<file path="src/rtl/mem_arbiter.sv">
// -----------------------------------------------------------------------------
// mem_arbiter
//
// Shares port A of the Chip-8 CPU memory between three requesters: the ROM
// loader (ld), the CPU core (cpu) and the sprite draw unit (spr). One access
// is issued per cycle. Grants are combinational. Read data is the memory's
// registered output and is flagged one cycle after the grant by a
// per-requester rvalid. cpu and spr may hold the port for a burst using their
// lock input. A hold counter forces the port open after LOCK_MAX cycles.
//
// State table
//   state        | meaning
//   ST_OPEN      | normal arbitration: ld first, then cpu/spr round-robin
//   ST_LOCK_CPU  | cpu owns the port; only cpu may be granted
//   ST_LOCK_SPR  | spr owns the port; only spr may be granted
//
// Ports
//   clk_i                 system clock, rising edge
//   rst_n_i               asynchronous active-low reset
//   <r>_req_i             access request (r = ld, cpu, spr)
//   <r>_lock_i            keep ownership after this access (ignored for ld)
//   <r>_write_i           1 = write, 0 = read
//   <r>_addr_i            access address
//   <r>_wdata_i           write data
//   <r>_gnt_o             access accepted this cycle (combinational)
//   <r>_rvalid_o          rdata_o valid for the read granted last cycle
//   rdata_o               shared read data, straight from mem_rdata_i
//   mem_en_o              memory port enable
//   mem_write_o           memory write strobe
//   mem_addr_o            memory address
//   mem_wdata_o           memory write data
//   mem_rdata_i           memory registered read data
//   wp_err_o              one-cycle pulse after a granted write below 0x200
// -----------------------------------------------------------------------------
module mem_arbiter #(
    parameter int ADDR_W   = 12,
    parameter int DATA_W   = 8,
    parameter int LOCK_MAX = 16
) (
    input  logic              clk_i,
    input  logic              rst_n_i,

    input  logic              ld_req_i,
    input  logic              ld_lock_i,
    input  logic              ld_write_i,
    input  logic [ADDR_W-1:0] ld_addr_i,
    input  logic [DATA_W-1:0] ld_wdata_i,
    output logic              ld_gnt_o,
    output logic              ld_rvalid_o,

    input  logic              cpu_req_i,
    input  logic              cpu_lock_i,
    input  logic              cpu_write_i,
    input  logic [ADDR_W-1:0] cpu_addr_i,
    input  logic [DATA_W-1:0] cpu_wdata_i,
    output logic              cpu_gnt_o,
    output logic              cpu_rvalid_o,

    input  logic              spr_req_i,
    input  logic              spr_lock_i,
    input  logic              spr_write_i,
    input  logic [ADDR_W-1:0] spr_addr_i,
    input  logic [DATA_W-1:0] spr_wdata_i,
    output logic              spr_gnt_o,
    output logic              spr_rvalid_o,

    output logic [DATA_W-1:0] rdata_o,

    output logic              mem_en_o,
    output logic              mem_write_o,
    output logic [ADDR_W-1:0] mem_addr_o,
    output logic [DATA_W-1:0] mem_wdata_o,
    input  logic [DATA_W-1:0] mem_rdata_i,

    output logic              wp_err_o
);

    typedef enum logic [1:0] {
        ST_OPEN     = 2'd0,
        ST_LOCK_CPU = 2'd1,
        ST_LOCK_SPR = 2'd2
    } state_e;

    localparam logic [7:0]        LOCK_MAX_C = 8'(LOCK_MAX);
    localparam logic [ADDR_W-1:0] WP_LIMIT   = ADDR_W'('h200);

    state_e      state_q, state_d;
    logic [7:0]  cnt_q, cnt_d;
    logic [7:0]  cnt_inc;
    // 1 when spr was the most recent cpu/spr winner, 0 when cpu was
    logic        last_spr_q, last_spr_d;

    logic        ld_gnt, cpu_gnt, spr_gnt;
    logic        ld_rvalid_q, cpu_rvalid_q, spr_rvalid_q;
    logic        ld_rvalid_d, cpu_rvalid_d, spr_rvalid_d;
    logic        wp_err_q, wp_err_d;

    logic        unused_ld_lock;
    assign unused_ld_lock = ld_lock_i;

    assign cnt_inc = cnt_q + 8'd1;

    always_ff @(posedge clk_i or negedge rst_n_i) begin
        if (!rst_n_i) begin
            state_q      <= ST_OPEN;
            cnt_q        <= 8'd0;
            last_spr_q   <= 1'b1;
            ld_rvalid_q  <= 1'b0;
            cpu_rvalid_q <= 1'b0;
            spr_rvalid_q <= 1'b0;
            wp_err_q     <= 1'b0;
        end else begin
            state_q      <= state_d;
            cnt_q        <= cnt_d;
            last_spr_q   <= last_spr_d;
            ld_rvalid_q  <= ld_rvalid_d;
            cpu_rvalid_q <= cpu_rvalid_d;
            spr_rvalid_q <= spr_rvalid_d;
            wp_err_q     <= wp_err_d;
        end
    end

    // Next state and raw grants
    always_comb begin
        state_d    = state_q;
        cnt_d      = cnt_q;
        last_spr_d = last_spr_q;
        ld_gnt     = 1'b0;
        cpu_gnt    = 1'b0;
        spr_gnt    = 1'b0;

        unique case (state_q)
            ST_OPEN: begin
                if (ld_req_i) begin
                    ld_gnt = 1'b1;
                end else if (cpu_req_i && spr_req_i) begin
                    // the requester that did not win most recently goes first
                    cpu_gnt = last_spr_q;
                    spr_gnt = !last_spr_q;
                end else begin
                    cpu_gnt = cpu_req_i;
                    spr_gnt = spr_req_i;
                end

                if (cpu_gnt) begin
                    last_spr_d = 1'b0;
                    if (cpu_lock_i) begin
                        state_d = ST_LOCK_CPU;
                        cnt_d   = 8'd1;
                    end
                end else if (spr_gnt) begin
                    last_spr_d = 1'b1;
                    if (spr_lock_i) begin
                        state_d = ST_LOCK_SPR;
                        cnt_d   = 8'd1;
                    end
                end
            end

            ST_LOCK_CPU: begin
                // idle cycles still count against the hold limit
                cpu_gnt = cpu_req_i;
                cnt_d   = cnt_inc;
                if (!cpu_lock_i || (cnt_inc >= LOCK_MAX_C)) begin
                    state_d    = ST_OPEN;
                    cnt_d      = 8'd0;
                    last_spr_d = 1'b0;
                end
            end

            ST_LOCK_SPR: begin
                spr_gnt = spr_req_i;
                cnt_d   = cnt_inc;
                if (!spr_lock_i || (cnt_inc >= LOCK_MAX_C)) begin
                    state_d    = ST_OPEN;
                    cnt_d      = 8'd0;
                    last_spr_d = 1'b1;
                end
            end

            default: begin
                state_d = ST_OPEN;
                cnt_d   = 8'd0;
            end
        endcase
    end

    // Grants are forced low while reset is held so nothing reaches memory
    assign ld_gnt_o  = ld_gnt  & rst_n_i;
    assign cpu_gnt_o = cpu_gnt & rst_n_i;
    assign spr_gnt_o = spr_gnt & rst_n_i;

    // Memory port mux from the (one-hot) winner
    always_comb begin
        mem_en_o    = 1'b0;
        mem_write_o = 1'b0;
        mem_addr_o  = '0;
        mem_wdata_o = '0;
        if (ld_gnt_o) begin
            mem_en_o    = 1'b1;
            mem_write_o = ld_write_i;
            mem_addr_o  = ld_addr_i;
            mem_wdata_o = ld_wdata_i;
        end else if (cpu_gnt_o) begin
            mem_en_o    = 1'b1;
            mem_write_o = cpu_write_i;
            mem_addr_o  = cpu_addr_i;
            mem_wdata_o = cpu_wdata_i;
        end else if (spr_gnt_o) begin
            mem_en_o    = 1'b1;
            mem_write_o = spr_write_i;
            mem_addr_o  = spr_addr_i;
            mem_wdata_o = spr_wdata_i;
        end
    end

    // Return path and write-protect flag
    always_comb begin
        ld_rvalid_d  = ld_gnt_o  & !ld_write_i;
        cpu_rvalid_d = cpu_gnt_o & !cpu_write_i;
        spr_rvalid_d = spr_gnt_o & !spr_write_i;
        wp_err_d     = mem_en_o & mem_write_o & (mem_addr_o < WP_LIMIT);
    end

    assign ld_rvalid_o  = ld_rvalid_q;
    assign cpu_rvalid_o = cpu_rvalid_q;
    assign spr_rvalid_o = spr_rvalid_q;
    assign wp_err_o     = wp_err_q;
    assign rdata_o      = mem_rdata_i;

endmodule

</file>
<file path="config.mk">
export PLATFORM = sky130hd
export DESIGN_NAME = mem_arbiter
export DESIGN_NICKNAME = d
export VERILOG_FILES = /design/src/rtl/mem_arbiter.sv
export SDC_FILE = /design/constraint.sdc
export NUM_CORES = 1
export LEC_CHECK = 0
export BUFFER_PORTS_ARGS = -buffer_cell sky130_fd_sc_hd__buf_2
export CORE_MARGIN = 1
export CORE_UTILIZATION = 30
export CTS_BUF_LIST = sky130_fd_sc_hd__clkbuf_4
export CTS_CLUSTER_DIAMETER = 120
export DETAILED_ROUTE_END_ITERATION = 6
export PLACE_DENSITY = 0.68
export RECOVER_POWER = 50
export SYNTH_ARGS = -nofsm -noshare
export SYNTH_HDL_FRONTEND = slang
export SYNTH_SLANG_ARGS = --single-unit
</file>
<file path="constraint.sdc">
create_clock -name clk_i -period 2.2 [get_ports clk_i]
set_clock_uncertainty 0.1 [all_clocks]
set_input_delay 0.22 -clock clk_i [delete_from_list [all_inputs] [get_ports clk_i]]
set_output_delay 0.22 -clock clk_i [all_outputs]
set_load 0.02 [all_outputs]
</file>
## After elaboration in Yosys (flattened, before gate mapping)

Index checks and enable logic that the tools add are counted.

- Register bits after elaboration: 15
- Logic and storage cells: 80

- Magnitude comparators: 2
- Bitwise gates (word level): 8
- Reductions and logical operators: 14
- Eq/ne operators: 7
- Add/subtract/negate cells: 1
- Mux-type cells: 41

Operators by type and width:

| kind | count |
|---|---|
| 8-bit two-way mux | 9 |
| 12-bit two-way mux | 3 |
| 8-bit case mux with 3 select lines | 1 |
| 1-bit two-way mux | 18 |
| 12-bit by 10-bit < comparator with 1-bit output (second input constant) | 1 |
| 2-bit two-way mux | 6 |
| 8-bit by 1-bit adder with 8-bit output (second input constant) | 1 |
| 1-bit bitwise AND | 8 |
| 8-bit by 5-bit greater-or-equal comparator with 1-bit output (second input constant) | 1 |
| 1-bit zero test | 6 |
| 3-bit != test (second input constant) | 2 |
| 2-bit case mux with 3 select lines | 1 |
| 5-bit AND reduction | 1 |
| 2-bit != test (second input constant) | 2 |
| 1-bit case mux with 2 select lines | 2 |
| 4-bit AND reduction | 1 |
| 3-bit by 2-bit != test with 1-bit output (second input constant) | 1 |
| 1-bit case mux with 3 select lines | 1 |
| 3-bit AND reduction | 1 |
| 3-bit nonzero test | 1 |
| 2-bit by 1-bit equality test with 1-bit output (second input constant) | 1 |
| 2-bit equality test (second input constant) | 1 |
| 2-bit zero test | 1 |
| 1-bit logical OR | 2 |
| 1-bit logical AND | 1 |

## Logic depth before layout (Yosys ltp)

- Depth after elaboration: 11
- Mapped depth: 10
- Depth with buffers taken out: 8

## Worst setup path after synthesis

No wires, ideal clock.

- Path type: flip-flop to output port
- Start point: register state_q[0]
- End point: output mem_addr_o[0]
- Slack: -0.202 ns
- Data arrival time: 2.082 ns
- Required time: 1.880 ns
- Cell stages (with the launch flop): 11
- Path through: dfrtp_1 -> inv_1 -> ha_1 -> buf_2 -> nor2b_2 -> a21o_1 -> a211oi_2 -> buf_2 -> buf_4 -> a221oi_1 -> nor2_1

- Longest elaborated chain between the ends: 6
- Elaborated cells between the ends (all ways): 12
- Classes of those cells: eq/ne (2); mux (6); bitwise (3); reduce/logical (1)

Ends and longest elaborated chain:

| element | RTL line | text |
|---|---|---|
| start: declaration | 87 | `state_e state_q, state_d;` |
| start signal: assignment | 113 | `state_q <= state_d;` |
| 2-bit equality test / 2-bit zero test (equally long branches) | 132 | `unique case (state_q)` |
| 1-bit case mux with 2 select lines | 132 |  |
| 1-bit bitwise AND | 191 | `assign spr_gnt_o = spr_gnt & rst_n_i;` |
| 12-bit two-way mux | 209 | `end else if (spr_gnt_o) begin` |
| 12-bit two-way mux | 204 | `end else if (cpu_gnt_o) begin` |
| 12-bit two-way mux (*) | 199 | `if (ld_gnt_o) begin` |
| end: declaration | 71 | `output logic [ADDR_W-1:0] mem_addr_o,` |

Every way passes the cells marked *; elsewhere a longest branch is shown, timed or not.

## Worst setup path in the final report

- Start point: register state_q[0]
- End point: output mem_wdata_o[2]

- Longest elaborated chain between the ends: 6
- Elaborated cells between the ends (all ways): 12
- Classes of those cells: eq/ne (2); mux (6); bitwise (3); reduce/logical (1)

Ends and longest elaborated chain:

| element | RTL line | text |
|---|---|---|
| 2-bit equality test / 2-bit zero test (equally long branches) | 132 |  |
| 1-bit case mux with 2 select lines | 132 |  |
| 1-bit bitwise AND | 191 |  |
| 8-bit two-way mux | 209 |  |
| 8-bit two-way mux | 204 |  |
| 8-bit two-way mux (*) | 199 |  |
| end: declaration | 72 | `output logic [DATA_W-1:0] mem_wdata_o,` |

Marks and branches as above.

==> flow_metrics.py <==
metrics = {
    "timing": {
        "fmax_ghz": 0.412,
        "whs_ns": 0.164,
        "finalCritPeriodShare_pct": 110,
        "setup_ws_ns": -0.225,
        "relSlewSlack_pct": 58.1,
        "setup_viol": 22,
        "hold_viol": 0,
        "drv_slew": 0,
        "rsz0062_at_grt": "yes",
        "tightest_slew_ns": 0.628,
        "period_needed_ns": 2.42,
    },
    "worst_setup_path": {
        "critPathCaptureType": "output pin",
        "required_ns": 1.88,
        "r2r_cells": 6,
        "critPathKind": "reg2out",
        "r2r_end": "cnt_q[2]",
        "startpoint": "state_q[0]",
        "startpoint_type": "register",
        "critPathArrivalTime_ns": 2.10,
        "ff2ff_setup_slack_ns": 0.13,
        "r2r_start": "cnt_q[1]",
        "crit_path_max_fanout": 20,
    },
    "floorplan": {
        "die_y_um": 69.6,
        "die-area_um2": 4850,
        "fp.coreArea_um2": 4380,
        "die_w_um": 69.6,
        "start_util_pct": 31.3,
        "io_pins": 116,
        "rows": 24,
    },
    "hold_path": {
        "hold_class": "in2reg",
        "hold_end": "wp_err_o",
        "worstHoldStart": "spr_addr_i[10]",
        "holdPathStages": 3,
    },
    "run_status": {
        "violations": "negative setup slack",
        "outcome": "finished, violations left",
    },
    "power": {
        "fin_total_pwr_w": 0.00238,
        "vdd_drop_max_mv": 0.550,
        "p_leak_nw": 1.20,
        "p_per_area_nw_per_um2": 993,
    },
    "layout": {
        "nets": 367,
        "final_common_cell": "buf_2",
        "area_delta_synth_final_pct": 74.8,
        "drive_gt1_share_pct": 57.4,
        "diodes": 0,
        "fillers": 422,
        "fin_util_pct": 54.7,
        "final_cell_mix": "74 x buf_2, 29 x nor2_1, 26 x buf_4",
    },
    "clock_tree": {
        "clockBufferDepth": 2,
        "root_buffer": "clkbuf_4",
        "cts_made_buffers": 3,
        "clock_latency_ns": 0.29,
        "cts.clk_slew.worst_paths_ns": 0.09,
        "cts_tree": "built",
        "cts.sinks": 15,
        "h-tree-depth": 1,
    },
    "routing": {
        "drt-met1-wl_um": 2450,
        "wirelength_um": 5390,
        "first_pass_iters": 4,
        "routed_via_density": 5.26,
        "ant_nets": 0,
        "route.vias.total": 1756,
        "wl_met2_um": 2710,
        "routedWlPerCell_um": 16.1,
        "highest_layer": "met4",
        "drt-initial-drc-count": 83,
        "wl_met3_um": 192,
        "drc": 0,
    },
    "yosys": {
        "synthFlopType": "dfrtp_1",
        "syn_nets": 257,
        "ys_async_sr_fraction_pct": 100,
        "ys_seq_area_share_pct": 27.4,
        "synthCells": 173,
        "ys_ff_latch": 15,
        "synth.distinct_cells": 50,
        "syn_avg_cell_area_um2": 7.93,
        "syn_area_um2": 1370,
        "synth.largest_area_cell": "dfrtp_1",
        "yosys-top-cells-area": "dfrtp_1 26%, a221oi_1 11%, nor2_1 11%",
        "yosys_warnings": 0,
        "synth_top_cell_area_share_pct": 25.5,
        "synth-edff-count": 0,
    },
    "placed_design": {
        "place.gp.congestion": 0.820,
        "place_ws_ns": 0.0560,
        "io_buffers": 98,
        "dp_hpwl_um": 3430,
    },
    "grt": {
        "grt-ovfl-total": 0,
        "grt_pass1_wl_um": 8140,
        "grt_pass1_vias": 1649,
        "antenna_found_initial": 0,
        "grt_max_degree": 21,
        "track_usage_pct": 20.8,
    },
    "job": {
        "cap_violations": 0,
    },
}
[power by group]
part	internal, W	switching [W]	total [W]	leakage (nW)
sequential	0.000342	0.0000393	0.000382	0.201
clock	0.0000677	0.0000968	0.000164	0.0177
combinational	0.000881	0.000956	0.00184	0.982
[area by class of cell]
type | count | area [µm²] | area share (%)
Clock buffer | 3 | 22.5 | 0.938
Clock inverter | 1 | 5.00 | 0.209
Tap cell | 52 | 65.1 | 2.71
Inverter | 5 | 18.8 | 0.782
Sequential cell | 15 | 377 | 15.7
Timing Repair Buffer | 123 | 873 | 36.4
Multi-Input combinational cell | 135 | 1040 | 43.3
[kinds of logic (layout without fill, tap and decap cells)]
logic type | Yosys count | in the layout | synth area share, %
buffers and inverters | 23 | 132 | 9.21
multiplexers | 3 | 3 | 2.28
adder cells (fa/ha/maj) | 5 | 5 | 4.56
flip-flops | 15 | 15 | 27.4
AO/OA/AOI/OAI | 49 | 49 | 30.1
XOR/XNOR | 2 | 2 | 1.28
AND/OR/NAND/NOR | 76 | 76 | 25.2
[Yosys cell counts, types with 2 or more instances]
| library cell | count |
|---|---|
| a211oi_1 | 2 |
| a21oi_2 | 2 |
| a221oi_1 | 17 |
| a22o_1 | 2 |
| a31o_2 | 2 |
| and2_1 | 5 |
| buf_2 | 5 |
| buf_4 | 9 |
| clkbuf_1 | 3 |
| dfrtp_1 | 14 |
| ha_1 | 5 |
| inv_1 | 5 |
| mux2i_1 | 2 |
| nand2_1 | 16 |
| nand3_1 | 3 |
| nor2_1 | 39 |
| nor3_1 | 2 |
| o21ai_0 | 5 |
| o31ai_1 | 3 |
| xnor2_1 | 2 |
[state kept, by name (all words and copies together), names as in the netlist]
name / cells
cnt_q: 8
cpu_rvalid_o: 1
last_spr_q: 1
ld_rvalid_o: 1
spr_rvalid_o: 1
state_q: 2
wp_err_o: 1
[metrics by stage]
stage | TNS [ns] | instances | area, µm²
3_5_place_dp | 0 | 315 | 1960
3_3_place_gp | 0 | 315 | 1960
5_1_grt | -5.93 | 334 | 2400
2_1_floorplan | 0 | 173 | 1420
6_report | -3.58 | 334 | 2400
4_1_cts | -3.38 | 332 | 2330
[metal layers]
layer / vias to the layer above / GRT usage [%]
li1: 852 / -
met1: 846 / 28.5
met2: 52 / 34.8
met3: 6 / 3.05
met4: 0 / 4.00
met5: - / 0
[critical path: stages, from the launching register on]
cell	delay, ns
dfrtp_1	0.40
inv_2	0.07
buf_4	0.13
ha_1	0.25
a21oi_4	0.19
a211oi_2	0.08
buf_12	0.17
a221oi_1	0.28
nor2_1	0.08
buf_4	0.16
[repair_timing]
item                                    4_1_cts  5_1_grt
hold endpoints to repair                     17        0
hold buffers                                  4        0
gates cloned                                  3        0
gates resized for setup                      39       22
endpoints found under the setup margin       22       25
buffers inserted                              6        3
pin swaps                                     2        5
[how the worst max path moves through the flow]
stage / endpoint / slack (ns) / cells after the start
after floorplan: mem_wdata_o[6] / 0.03 / 10
after global placement: mem_write_o / 0.10 / 8
after detailed placement: mem_write_o / 0.06 / 8
after CTS: mem_wdata_o[0] / -0.18 / 9
after global routing: mem_wdata_o[2] / -0.35 / 9
final: mem_wdata_o[2] / -0.22 / 9
(Power assumes the default switching activity.)
